`src/rtl/mux_rr_arb_pkg.sv`:
```
// rtl/mux_rr_arb_pkg.sv - shared state encoding for the round-robin mux capture stage
package mux_rr_arb_pkg;

  typedef enum logic [1:0] {
    IDLE = 2'd0,
    LOAD = 2'd1,
    HOLD = 2'd2
  } state_t;

endpackage

```
`src/rtl/mux_rr_arb_rr_pick.sv`:
```
// rtl/mux_rr_arb_rr_pick.sv - combinational round-robin pick: first set req above last, wrapping at SEL-1
module mux_rr_arb_rr_pick #(
  parameter int SEL  = 4,
  parameter int NSEL = $clog2(SEL)
) (
  input  logic [SEL-1:0]  req,
  input  logic [NSEL-1:0] last,
  output logic            any,
  output logic [NSEL-1:0] winner
);

  localparam int NW = NSEL + 1;

  logic [NSEL:0] idx_w;
  logic          found;

  // Walk the rotated request vector starting just above last; wrap at SEL so the
  // winner never lands on an unused slot when SEL is not a power of two.
  always_comb begin
    any    = |req;
    winner = '0;
    found  = 1'b0;
    idx_w  = '0;
    for (int i = 0; i < SEL; i++) begin
      idx_w = {1'b0, last} + NW'(i) + NW'(1);
      if (idx_w >= NW'(SEL)) begin
        idx_w = idx_w - NW'(SEL);
      end
      if (!found && req[idx_w[NSEL-1:0]]) begin
        winner = idx_w[NSEL-1:0];
        found  = 1'b1;
      end
    end
  end

endmodule

```
`src/rtl/mux_rr_arb.sv`:
```
// rtl/mux_rr_arb.sv - round-robin arbiter driving a registered mux select and capturing mux_out to a valid/ready stream
module mux_rr_arb
  import mux_rr_arb_pkg::*;
#(
  parameter  int WIDTH = 8,
  parameter  int SEL   = 4,
  localparam int NSEL  = $clog2(SEL)
) (
  input  logic             clk,
  input  logic             reset,
  input  logic [SEL-1:0]   req,
  output logic [SEL-1:0]   ack,
  output logic [NSEL-1:0]  sel,
  input  logic [WIDTH-1:0] mux_out,
  output logic [WIDTH-1:0] out_data,
  output logic [NSEL-1:0]  out_chan,
  output logic             out_valid,
  input  logic             out_ready
);

  state_t           state, state_d;
  logic [NSEL-1:0]  last, last_d, sel_d, out_chan_d, winner;
  logic [WIDTH-1:0] out_data_d;
  logic [SEL-1:0]   ack_d;
  logic             out_valid_d, any;

  mux_rr_arb_rr_pick #(
    .SEL  (SEL),
    .NSEL (NSEL)
  ) u_pick (
    .req    (req),
    .last   (last),
    .any    (any),
    .winner (winner)
  );

  always_ff @(posedge clk) begin
    if (reset) begin
      state     <= IDLE;
      sel       <= '0;
      last      <= NSEL'(SEL - 1);
      ack       <= '0;
      out_data  <= '0;
      out_chan  <= '0;
      out_valid <= 1'b0;
    end else begin
      state     <= state_d;
      sel       <= sel_d;
      last      <= last_d;
      ack       <= ack_d;
      out_data  <= out_data_d;
      out_chan  <= out_chan_d;
      out_valid <= out_valid_d;
    end
  end

  always_comb begin
    state_d     = state;
    sel_d       = sel;
    last_d      = last;
    ack_d       = '0;
    out_data_d  = out_data;
    out_chan_d  = out_chan;
    out_valid_d = out_valid;
    case (state)
      IDLE: begin
        if (any) begin
          sel_d   = winner;
          last_d  = winner;
          state_d = LOAD;
        end
      end
      LOAD: begin
        out_data_d  = mux_out;
        out_chan_d  = sel;
        out_valid_d = 1'b1;
        ack_d[sel]  = 1'b1;
        state_d     = HOLD;
      end
      HOLD: begin
        // The handshake cycle doubles as the next arbitration so back-to-back words cost 2 cycles.
        if (out_valid && out_ready) begin
          out_valid_d = 1'b0;
          if (any) begin
            sel_d   = winner;
            last_d  = winner;
            state_d = LOAD;
          end else begin
            state_d = IDLE;
          end
        end
      end
      default: state_d = IDLE;
    endcase
  end

endmodule

```
`config.mk`:
```
export PLATFORM = sky130hd
export DESIGN_NAME = mux_rr_arb
export DESIGN_NICKNAME = d
export VERILOG_FILES = /design/src/rtl/mux_rr_arb_pkg.sv /design/src/rtl/mux_rr_arb_rr_pick.sv /design/src/rtl/mux_rr_arb.sv
export SDC_FILE = /design/constraint.sdc
export NUM_CORES = 1
export LEC_CHECK = 0
export BUFFER_PORTS_ARGS = -buffer_cell sky130_fd_sc_hd__buf_2
export CAP_MARGIN = 10
export CORE_ASPECT_RATIO = 0.7
export CORE_MARGIN = 4
export CORE_UTILIZATION = 33
export DETAILED_ROUTE_END_ITERATION = 7
export SYNTH_ARGS = -nofsm -noshare
export SYNTH_HDL_FRONTEND = slang
export SYNTH_SLANG_ARGS = --single-unit
```
`constraint.sdc`:
```
create_clock -name clk -period 1.5 [get_ports clk]
set_input_delay 0.225 -clock clk [delete_from_list [all_inputs] [get_ports clk]]
set_output_delay 0.225 -clock clk [all_outputs]
set_load 0.05 [all_outputs]
```
==> flow_summary.toml <==
[final_layout]
antenna_cells = 0
register_area_sq_um = 422
final_common_cell = "buf_2"
nNetsFinal = 144
fin_area_sq_um = 1080
nFillCells = 259
final_cell_mix = "31 x buf_2, 23 x nand2_1, 20 x dfxtp_1"
stdcell_count = 162
drive_above_1_share_pct = 29.7
multi_input_area_sq_um = 389
area_growth_pct = 25.8

[floorplan]
die_y_um = 50.7
num_io_pins = 32
core_area_sq_um = 2480
num_rows = 15
initial_core_util_pct = 34.6
dieArea_sq_um = 3490
fp.dieW_um = 69.0

[sta]
rsz0062_at_grt = "false"
setup_viol = 0
tightest_slew_ps = 488
fin_crit_sh_pct = 85.8
skew_ps = 6.45
fin_crit_ps = 1290
max_clock_freq_mhz = 777
finalHoldViolCount = 0
tns_ps = 0
slew_headroom_pct = 67.4
slew_violations = 0

[logic_synthesis]
synth_seq_area_share_pct = 49.0
avgSynthCellArea_sq_um = 8.94
ys_types = 30
synth_area_sq_um = 858
synth-seq-cells = 21
synthCells = 96
synth_warnings = 0
synth_fp_nets = 111

[grt]
grt_overflow_total = 0
grt_usage_pct = 10.7
antenna_found_initial = 0
grt_pass1_wl_mm = 2.79
grt_pass1_vias = 624
grt_max_degree = 19

[worst_setup_path]
reg2reg_slack_ps = 210
worst_setup_path_end_kind = "flop"
rr_endpoint = "last[1]"
r2r-start = "last[0]"
r2r_cells = 4
crit_arrival_ps = 1400
crit_path_start_kind = "flop"
crit_fanout = 6
crit_type = "reg -> reg"
required_ps = 1610

[clock_tree]
cts.path.max_buffers = 2
cts_sinks = 21
clockRootBuffer = "clkbuf_8"
clkSlewWorstSetupHoldPaths_ps = 70
cts_tree = "built"
numCtsBuffers = 3
hold_buffers = 0
clock_latency_ps = 250
cts_resized = 0
cts_post_setup_buffers_inserted = 0
cts_htree_levels = 1

[pwr]
ir_drop_v = 0.000642
power.static_leakage_nw = 0.493
combPwrFrac_pct = 26.5
clkPwrFrac_pct = 25.4
p_total_mw = 1.38
p_sw_mw = 0.465
seqPwrFrac_pct = 48.1
powerDensity_nw_per_um2 = 1280
swShare_pct = 33.6
intPower_mw = 0.919

[hold_path]
hold-path-endpoint = "out_data[2]"
hp-start = "mux_out[2]"
whs_path_depth = 3
hold_path_class = "in -> reg"

[flow_run]
drv_cap = 0

[routing]
wl_met3_um = 127
drtIter0Drc = 40
drtPass1Iterations = 3
wl_met1_um = 895
top_layer_used = "met4"
routedWlPerCell_um = 11.0
wl_mm = 1.78
vias = 746
vias_per_cell = 4.60
ant_nets = 0
route.met2.wl_um = 737
drc = 0

[placement]
dp_hpwl_mm = 1.34
placed_cells = 158
place_area_sq_um = 1030
port_buffers = 31
gp_congestion = 0.846

[outcome]
status = "finished, final reports clean"
-- power by group through the flow --
stage               clock network [mW]  logic (mW)  registers (mW)
floorplan                            0       0.153           0.800
global placement                     0       0.367           0.678
detailed placement                   0       0.371           0.679
CTS                              0.367       0.370           0.666
global route                     0.397       0.396           0.676
finish                           0.352       0.366           0.665
-- worst max-delay path by stage --
stage | start | to | slack, ps | cells past startpoint
5_1_grt | last[0] | last[1] | 100 | 4
2_1_floorplan | out_valid | sel[1] | 140 | 4
3_3_place_gp | last[0] | last[1] | 230 | 4
6_report | last[0] | last[1] | 210 | 4
4_1_cts | last[0] | last[1] | 210 | 4
3_5_place_dp | last[0] | last[1] | 220 | 4
-- Yosys cell counts --
cell type,instances,share of area [%]
dlymetal6s2s_1,1,1.5
and4_1,1,1.0
dfxtp_1,21,49
or3b_1,1,1.0
and3_1,1,0.73
a21oi_1,14,8.2
buf_4,1,0.87
and2_1,1,0.73
nor4_1,1,0.73
o22a_1,1,1.0
buf_2,2,1.2
nor3_1,1,0.58
o211a_1,1,1.2
o211ai_1,2,1.7
nor3b_1,1,0.87
o311ai_1,1,1.0
nor4b_1,2,2.0
or2b_1,1,0.87
a21o_1,1,0.87
a221oi_4,1,3.1
nand2_1,23,10
o221ai_1,1,1.0
a211oi_1,1,0.87
or2_1,1,0.73
a221oi_1,2,2.0
nand2b_1,1,0.73
nor2b_1,3,2.2
and3b_2,1,1.2
nor2_1,2,0.87
inv_1,5,2.2
-- cell type report --
| type | count | share of cell area, % |
|---|---|---|
| clock buffers | 4 | 4.17 |
| inverters | 5 | 1.74 |
| multi-input cells | 66 | 36.0 |
| flip-flops and latches | 21 | 39.0 |
| well taps | 34 | 3.94 |
| repair buffers | 32 | 15.1 |
-- critical path: stages, from the launching register on --
cell      delay (ps)
dfxtp_1          350
nor2b_1          150
o22a_1           150
o311ai_1         350
o211ai_1         150
-- stage by stage --
| step | setup WS [ps] | hold WS [ps] | utilization (%) |
|---|---|---|---|
| 2_1_floorplan | 144 | 359 | - |
| 3_3_place_gp | 233 | 440 | 41.8 |
| 3_5_place_dp | 220 | 448 | 41.8 |
| 4_1_cts | 210 | 203 | 43.6 |
| 5_1_grt | 101 | 200 | 43.6 |
| 6_report | 213 | 204 | 43.6 |
-- state kept, by name, indices dropped and copies added (netlist names) --
name,flops
last,2
out_chan,2
sel,2
state,2
out_valid,1
out_data,8
ack,4
-- kinds of logic (layout without fill, tap and decap cells) --
logic type / Yosys count / after routing / synth area share (%)
buf+inv: 9 / 41 / 5.69
compound gates: 25 / 25 / 21.0
simple gates: 41 / 41 / 24.3
flops: 21 / 21 / 49.0
-- per-layer routing --
metal | up-vias | GRT usage, %
met4 | 0 | 1.94
met3 | 2 | 5.37
met2 | 17 | 14.7
met5 | - | 0
li1 | 401 | -
met1 | 326 | 14.9
(Power assumes the default switching activity.)
